`config.mk`:
```
export PLATFORM = sky130hd
export DESIGN_NAME = periph_bus_arbiter
export DESIGN_NICKNAME = d
export VERILOG_FILES = /design/src/rtl/periph_bus_pkg.sv /design/src/rtl/periph_region_classify.sv /design/src/rtl/periph_bus_arbiter.sv
export SDC_FILE = /design/constraint.sdc
export NUM_CORES = 1
export LEC_CHECK = 0
export ABC_AREA = 1
export BUFFER_PORTS_ARGS = -buffer_cell sky130_fd_sc_hd__buf_4
export CAP_MARGIN = 25
export CORE_MARGIN = 4
export CORE_UTILIZATION = 47
export DETAILED_ROUTE_END_ITERATION = 6
export GPL_ROUTABILITY_DRIVEN = 0
export PLACE_DENSITY_LB_ADDON = 0.12
export SLEW_MARGIN = 20
export SYNTH_ARGS = -nofsm -noshare
export SYNTH_HDL_FRONTEND = slang
export SYNTH_SLANG_ARGS = --single-unit
```
`constraint.sdc`:
```
create_clock -name clk -period 2.2 [get_ports clk]
set_input_delay 0.22 -clock clk [delete_from_list [all_inputs] [get_ports clk]]
set_output_delay 0.22 -clock clk [all_outputs]
set_load 0.02 [all_outputs]
```
`src/rtl/periph_bus_pkg.sv`:
```
// Shared definitions for the peripheral bus arbiter.
// Region map constants match the address decoder.
package periph_bus_pkg;

   localparam logic [15:0] TEXT_HI    = 16'h0040;
   localparam logic [15:0] GPIO_1     = 16'h0024;
   localparam logic [15:0] GPIO_2     = 16'h0028;
   localparam logic [31:0] STACK_BASE = 32'h7735_9400;

   typedef enum logic [1:0] {
      REG_ROM,
      REG_GPIO,
      REG_STACK,
      REG_NONE
   } region_e;

   typedef enum logic [1:0] {
      IDLE,
      ACCESS,
      RESP
   } state_e;

endpackage

```
`src/rtl/periph_region_classify.sv`:
```
// Combinational address-to-region map.
// Priority ROM > GPIO > STACK > unmapped, same as the decoder.
module periph_region_classify
   import periph_bus_pkg::*;
(
   input  logic [31:0] i_addr,
   output region_e     o_region
);

   always_comb begin
      o_region = REG_NONE;
      if (i_addr[31:16] == TEXT_HI)
         o_region = REG_ROM;
      else if (i_addr[15:0] == GPIO_1 || i_addr[15:0] == GPIO_2)
         o_region = REG_GPIO;
      else if (i_addr >= STACK_BASE)
         o_region = REG_STACK;
   end

endmodule

```
`src/rtl/periph_bus_arbiter.sv`:
```
// Two-master round-robin arbiter for the peripheral bus.
// One access at a time with region-dependent wait states.
module periph_bus_arbiter
   import periph_bus_pkg::*;
#(
   parameter int WAIT_ROM   = 1,
   parameter int WAIT_STACK = 2,
   parameter int WAIT_GPIO  = 0,
   parameter int CNT_W      = 4
)(
   input  logic        clk,
   input  logic        reset,
   input  logic        m0_req,
   input  logic        m0_we,
   input  logic [31:0] m0_addr,
   input  logic [31:0] m0_wdata,
   input  logic        m1_req,
   input  logic        m1_we,
   input  logic [31:0] m1_addr,
   input  logic [31:0] m1_wdata,
   output logic        m0_ack,
   output logic        m0_err,
   output logic        m1_ack,
   output logic        m1_err,
   output logic [31:0] m_rdata,
   output logic [31:0] bus_adr,
   output logic        bus_we,
   output logic        bus_re,
   output logic [31:0] bus_wdata,
   input  logic [31:0] bus_rdata,
   output logic        busy
);

   state_e           r_state;
   state_e           w_next;
   region_e          w_region;
   logic             w_any;
   logic             w_sel;
   logic [31:0]      w_sel_addr;
   logic [CNT_W-1:0] w_load;
   logic             w_access;
   logic             w_resp;

   logic             r_last_gnt;
   logic             r_gnt;
   logic             r_we;
   logic             r_err;
   logic [31:0]      r_addr;
   logic [31:0]      r_wdata;
   logic [31:0]      r_rdata;
   logic [CNT_W-1:0] r_cnt;

   // On a tie the master that did not win last time is chosen
   assign w_any      = m0_req | m1_req;
   assign w_sel      = m1_req & (~m0_req | ~r_last_gnt);
   assign w_sel_addr = w_sel ? m1_addr : m0_addr;

   periph_region_classify u_classify (
      .i_addr   (w_sel_addr),
      .o_region (w_region)
   );

   always_comb begin
      w_load = '0;
      case (w_region)
         REG_ROM:   w_load = CNT_W'(WAIT_ROM);
         REG_GPIO:  w_load = CNT_W'(WAIT_GPIO);
         REG_STACK: w_load = CNT_W'(WAIT_STACK);
         default:   w_load = '0;
      endcase
   end

   always_ff @(posedge clk or negedge reset) begin
      if (!reset)
         r_state <= IDLE;
      else
         r_state <= w_next;
   end

   always_comb begin
      w_next = r_state;
      case (r_state)
         IDLE:    if (w_any) w_next = ACCESS;
         ACCESS:  if (r_cnt == '0) w_next = RESP;
         RESP:    w_next = IDLE;
         default: w_next = IDLE;
      endcase
   end

   always_ff @(posedge clk or negedge reset) begin
      if (!reset) begin
         r_last_gnt <= 1'b1;
         r_gnt      <= 1'b0;
         r_we       <= 1'b0;
         r_err      <= 1'b0;
         r_addr     <= '0;
         r_wdata    <= '0;
         r_rdata    <= '0;
         r_cnt      <= '0;
      end else begin
         case (r_state)
            IDLE: begin
               if (w_any) begin
                  r_gnt   <= w_sel;
                  r_addr  <= w_sel_addr;
                  r_we    <= w_sel ? m1_we : m0_we;
                  r_wdata <= w_sel ? m1_wdata : m0_wdata;
                  r_err   <= (w_region == REG_NONE);
                  r_cnt   <= w_load;
               end
            end
            ACCESS: begin
               if (r_cnt != '0)
                  r_cnt <= r_cnt - 1'b1;
               else
                  r_rdata <= (r_we | r_err) ? '0 : bus_rdata;
            end
            RESP:    r_last_gnt <= r_gnt;
            default: ;
         endcase
      end
   end

   assign w_access  = (r_state == ACCESS);
   assign w_resp    = (r_state == RESP);

   assign bus_adr   = w_access ? r_addr  : '0;
   assign bus_wdata = w_access ? r_wdata : '0;
   assign bus_re    = w_access & ~r_we & ~r_err;
   assign bus_we    = w_access &  r_we & ~r_err;

   assign m0_ack    = w_resp & ~r_gnt;
   assign m1_ack    = w_resp &  r_gnt;
   assign m0_err    = m0_ack & r_err;
   assign m1_err    = m1_ack & r_err;
   assign m_rdata   = r_rdata;
   assign busy      = (r_state != IDLE);

endmodule
```
# Word level (Yosys, flattened, before mapping)
# Index checks and enable logic that the tools add are counted.
# classes
n_addsub	1
n_mul	0
div_mod_pow	0
order_cmp	1
eq_ne	10
shift	0
muxes	16
n_bitwise	18
reduce_logical	11
# ops
op	n
two-way mux 32 bit	5
equality test 16 x 6 -> 1 bit, second input constant	2
>= comparator 32 x 31 -> 1 bit, second input constant	1
equality test 16 x 7 -> 1 bit, second input constant	1
AND 1 bit	9
two-way mux 2 bit	4
two-way mux 4 bit	2
one-hot mux 2 bit (2 select lines)	2
one-hot mux 4 bit (2 select lines)	1
equality test 2 bit, second input constant	3
inverter 1 bit	6
AND reduction 2 bit	3
zero test 2 bit	2
zero test 4 bit	1
inequality test 2 x 1 -> 1 bit, second input constant	2
nonzero test 2 bit	2
nonzero test 4 bit	1
subtractor 4 x 1 -> 4 bit, second input constant	1
bitwise OR 1 bit	3
AND reduction 3 bit	1
equality test 2 x 1 -> 1 bit, second input constant	1
two-way mux 1 bit	2
inequality test 2 bit, second input constant	1
logical OR 1 bit	1
# totals
ff_bits	106
latchBits	0
ram_bits	0
romBits	0
in_bits	166
out_inout_bits	103
n_memories	0

# Depth between registers and ports, before layout
# logic_depth
word_depth	12
mapped_depth	16
mapped_depth_nobuf	15

# Modules after synthesis
# A second synthesis with hierarchy kept.
# hier_totals
cells_unflattened	779
hier_area_um2	5539.1
# by_module_without_submodules
mod	instances	cells_each	area_each_um2
periph_bus_arbiter	1	723	5280.1
periph_region_classify	1	56	259.0

# Least setup slack after synthesis
# No wires, ideal clock.
# synth_timing
kind	register to register
startpoint	reg r_last_gnt
endpoint	reg r_cnt[1]
setup_time_ns	0.116
t_arrival_ns	1.564
slack_ns	0.520
path_stages_with_launch	17
n_path_buf	1
path_cell_list	dfstp_2 nand2_4 nand2_4 buf_6 nand2_1 nand2_1 inv_1 nor2_1 nand2_1 nor2_1 nand2_1 nand2_1 inv_1 nand2_1 nand2_1 nand2_1 nand2_1
# synth_via
elab_chain_cells	12
elab_cells_between_ends	17
cone_classes	order compare: 1; eq/ne: 4; mux: 7; bitwise: 3; reduce/logical: 2
# synth_lines
item	line	source
start: declaration	periph_bus_arbiter.sv:44	logic r_last_gnt;
start signal: assignment	periph_bus_arbiter.sv:118	RESP: r_last_gnt <= r_gnt;
inverter 1 bit *	periph_bus_arbiter.sv:55	assign w_sel = m1_req & (~m0_req | ~r_last_gnt);
bitwise OR 1 bit *	periph_bus_arbiter.sv:55	
AND 1 bit *	periph_bus_arbiter.sv:55	
two-way mux 32 bit *	periph_bus_arbiter.sv:56	assign w_sel_addr = w_sel ? m1_addr : m0_addr;
>= comparator 32 x 31 -> 1 bit / equality test 16 x 6 -> 1 bit (equally long branches)	periph_region_classify.sv:16, periph_region_classify.sv:14	
two-way mux 1 bit / logical OR 1 bit (equally long branches)	periph_region_classify.sv:16, periph_region_classify.sv:14	
two-way mux 2 bit	periph_region_classify.sv:14	else if (i_addr[15:0] == GPIO_1 || i_addr[15:0] == GPIO_2)
two-way mux 2 bit *	periph_region_classify.sv:12	if (i_addr[31:16] == TEXT_HI)
equality test 2 bit / zero test 2 bit (equally long branches)	periph_bus_arbiter.sv:65	case (w_region)
one-hot mux 2 bit (2 select lines) *	periph_bus_arbiter.sv:65	
two-way mux 4 bit *	periph_bus_arbiter.sv:103	if (w_any) begin
one-hot mux 4 bit (2 select lines) *	periph_bus_arbiter.sv:101	case (r_state)
end signal: assignment	periph_bus_arbiter.sv:109	r_cnt <= w_load;
end signal: assignment	periph_bus_arbiter.sv:114	r_cnt <= r_cnt - 1'b1;
end: declaration	periph_bus_arbiter.sv:51	logic [CNT_W-1:0] r_cnt;
# Every way passes the cells marked *; elsewhere a longest branch is shown, timed or not. The select of a mux whose other input is x is not followed.
# A chain may end at the register's enable or synchronous reset.

# Worst setup path after layout
# layout_timing
startpoint	reg r_state[1]
endpoint	out bus_wdata[23]
# layout_via
elab_chain_cells	2
# layout_lines
item	line	source
start: declaration	periph_bus_arbiter.sv:34	state_e r_state;
start signal: assignment	periph_bus_arbiter.sv:77	r_state <= w_next;
equality test 2 x 1 -> 1 bit	periph_bus_arbiter.sv:124	assign w_access = (r_state == ACCESS);
two-way mux 32 bit	periph_bus_arbiter.sv:128	assign bus_wdata = w_access ? r_wdata : '0;
end: declaration	periph_bus_arbiter.sv:29	output logic [31:0] bus_wdata,
# No other way between the ends.

==> results by group <==
Critical path
  – Setup crit start kind: flop
  – Top delay family on crit path: buffers and inverters
  – CP max stage cell: dfrtp_1
  – Critical path cell sequence: nor2_1, inv_2, buf_4, nor2_1, buf_4
  – R2r worst-path depth: 16
  – Crit-path max FO: 30
  – R2R setup slack: 230 ps
  – R2R Path Start: r_last_gnt$_DFFE_PN1N_
  – CP peak stage delay: 390 ps
  – Worst Path Buf+Inv: 3
  – Critical path data required time: 1980 ps
  – Capturing point of the worst reg2reg path: r_cnt[1]$_DFFE_PN0P_
  – Critical Path AT: 1760 ps
  – CP Capture Type: primary output
  – Crit Path Category: reg -> out

STA
  – Final period util: 89.8%
  – Setup violations, final: 0
  – Relative slew slack: 59.0%
  – RSZ-0062 raised after global routing: no
  – Fin Clk Skew: 6.76 ps
  – Final worst path period need: 1980 ps
  – Final hold vios: 0
  – Final Max Slew Viols: 0
  – Worst Tran Pin Value: 615 ps
  – Setup TNS: 0 ps
  – Hold_ws: 114 ps
  – Max Clock Freq: 506 MHz

Layout
  – Fillers: 1,028
  – Diodes inserted: 0
  – Reg area: 2650 um2
  – Area of the multi-input gates: 2260 um2
  – Final #Nets: 1,205
  – Area growth, synth to finish: 43.8%
  – Fraction of layout cells with a size suffix above 1: 30.0%

Pwr
  – Power share of the sequential group: 29.2%
  – PwrDens: 1340 nW/um2
  – Leakage: 4.39 nW
  – Share of total power in combinational logic: 56.0%
  – Internal Power: 5.98 mW
  – Clock power share: 14.8%
  – Sw Ratio: 44.8%
  – Worst-case vdd ir drop: 0.694 mV
  – Psw: 4.86 mW

Synthesis
  – Syn Area/Cell: 7.16 um2
  – Yosys warning count: 0
  – Post-synth top area cell: dfrtp_1
  – Post-Syn Instances: 787
  – Area contributors post-synth: dfrtp_1 (47%), nand2_1 (10%), inv_1 (9.1%)
  – Synth cell types: 29
  – Post-synth EDFFs: 0
  – Mapped Area: 5630 um2
  – Main flop type after synthesis: dfrtp_1
  – Yosys top cell area share: 46.6%
  – FF+latch count, synth: 106
  – Register area share after synthesis: 47.1%
  – Synth async-reset ratio: 100%
  – Post-synth net total: 954

Worst hold path
  – Worst Hold End: m_rdata[14]$_DFFE_PN0P_
  – Hold WC Path Type: in -> reg
  – WHS Path Cells: 3
  – Worst Min Path Start: bus_rdata[14]

Drt
  – Routed WL per cell: 14.7 um
  – Pre-antenna DRT Iters: 7
  – Total number of vias: 5,874
  – Final antenna-violating net count: 0
  – DRT Wirelength: 17,400 um
  – 1st-iter DRT viols: 478
  – Vias/cell: 4.95
  – Drt drc: 0

Global route
  – First-pass GRT wire length: 28,100 um
  – Met1 usage: 32.5%
  – Met2 Track Usage GR: 40.8%
  – Met3 GRT Util: 4.52%
  – Vias in the first global route: 5,672
  – Initial antenna violation count: 0
  – GR Overflow Total: 0
  – Total track usage: 24.7%
  – Largest net degree at the start of global routing: 54
  – GRT busiest layer: met2

Clock tree
  – Clock Path Buffers: 2
  – CTS tree: done
  – CTS Buf Count: 9
  – Clock Pin Slew Worst Setup and Hold Paths: 70 ps
  – Clk sinks: 106
  – Clk_lat worst skew: 340 ps
  – Resize count post-CTS: 0
  – Htree depth: 3
  – CTS root buffer: clkbuf_16

Floorplanning
  – Starting Density: 48.7%
  – DIE HEIGHT: 117 um
  – Core area: 11,600 um2
  – Chip width: 117 um
  – Die footprint: 13,800 um2
  – Site Rows: 39
  – I/O pin count: 269

Placed design
  – Detailed placer's ending HPWL: 12,900 um
  – Port bufs: 268

Flow run
  – Max cap viols: 0

Outcome
  – Outcome: finished clean
[power groups by stage]
stage / Clock, mW / Sequential, mW / Combinational, mW
detailed placement: 0 / 3.19 / 6.09
floorplan: 0 / 3.32 / 3.49
global placement: 0 / 3.17 / 6.02
CTS: 1.63 / 3.17 / 6.11
finish: 1.61 / 3.17 / 6.07
global route: 1.72 / 3.25 / 6.65
[cells in the final DEF (no fill, tap or decap), types with 3 or more instances in the layout]
cell type  instances
inv_2              4
dfrtp_1          105
nor3_1             3
nand2_1          152
clkinv_2           3
o22ai_1           33
nand3_1           48
buf_12             3
nand3b_1           6
o21ai_1            9
inv_1            136
clkbuf_16          9
o21ai_0          100
nor2_1           127
buf_4            282
a21oi_1            3
[routing by layer]
metal | vias up | routed length [um]
met5 | - | 0
met4 | 0 | 439
met3 | 29 | 1310
met2 | 266 | 8340
met1 | 2629 | 7310
li1 | 2950 | -
[logic make-up (layout without fill, tap and decap cells)]
family / after synthesis / after routing / share of synthesized area (%)
compound gates: 148 / 148 / 14.0
flops: 106 / 106 / 47.1
fa+ha+maj: 1 / 1 / 0.222
simple gates: 344 / 344 / 25.1
buf+inv: 186 / 442 / 13.2
xor+xnor: 2 / 2 / 0.311
[worst max-delay path by stage]
stage,from,end,slack (ps),cells past startpoint
finish,r_state[1]$_DFFE_PN0P_,bus_wdata[23],220,5
global route,r_last_gnt$_DFFE_PN1N_,r_err$_DFFE_PN0P_,7,14
CTS,r_state[1]$_DFFE_PN0P_,bus_wdata[23],210,5
detailed placement,r_last_gnt$_DFFE_PN1N_,r_cnt[1]$_DFFE_PN0P_,260,16
global placement,r_last_gnt$_DFFE_PN1N_,r_cnt[1]$_DFFE_PN0P_,310,16
floorplan,r_last_gnt$_DFFE_PN1N_,r_cnt[1]$_DFFE_PN0P_,520,16
[sequential cells by signal, indices dropped and copies added (netlist names)]
name / cells
r_we: 1
r_state: 2
r_gnt: 1
r_cnt: 4
r_err: 1
r_wdata: 32
r_last_gnt: 1
r_addr: 32
m_rdata: 32
[metrics by stage]
stage | utilization [%] | instance area [um2] | cells | power [mW] | worst slack, ps
2_1_floorplan | - | 5630 | 787 | 6.81 | 520
3_3_place_gp | 67.4 | 7790 | 1169 | 9.20 | 315
3_5_place_dp | 67.4 | 7790 | 1169 | 9.28 | 260
4_1_cts | 70.0 | 8100 | 1186 | 10.9 | 212
5_1_grt | 70.0 | 8100 | 1186 | 11.6 | 7.20
6_report | 70.0 | 8100 | 1186 | 10.8 | 224
[cell type report]
cell class / count / share of cell area [%]
multi-input combinational: 495 / 27.9
tap: 143 / 2.21
clock inverter: 5 / 0.664
timing repair buffer: 286 / 27.0
inverter: 140 / 6.49
clock buffer: 11 / 3.00
sequential: 106 / 32.8
[tightest hold or removal path: stages]
cell and delay [ps]:
buf_4 80, nand3_1 60, o21ai_0 60
[synth_stat cells (2+ instances only)]
master,n
a21oi_1,3
buf_1,5
buf_2,5
buf_4,3
buf_6,4
clkbuf_1,29
dfrtp_1,105
inv_1,136
inv_2,4
nand2_1,152
nand2_4,2
nand3_1,48
nand3b_1,6
nor2_1,127
nor3_1,4
o21ai_0,101
o21ai_1,9
o22ai_1,33
[what timing repair did]
| action | CTS | global route |
|---|---|---|
| buffers inserted | 0 | 0 |
| hold endpoints to repair | 41 | 0 |
| hold buffers | 1 | 0 |
(Power assumes the default switching activity.)
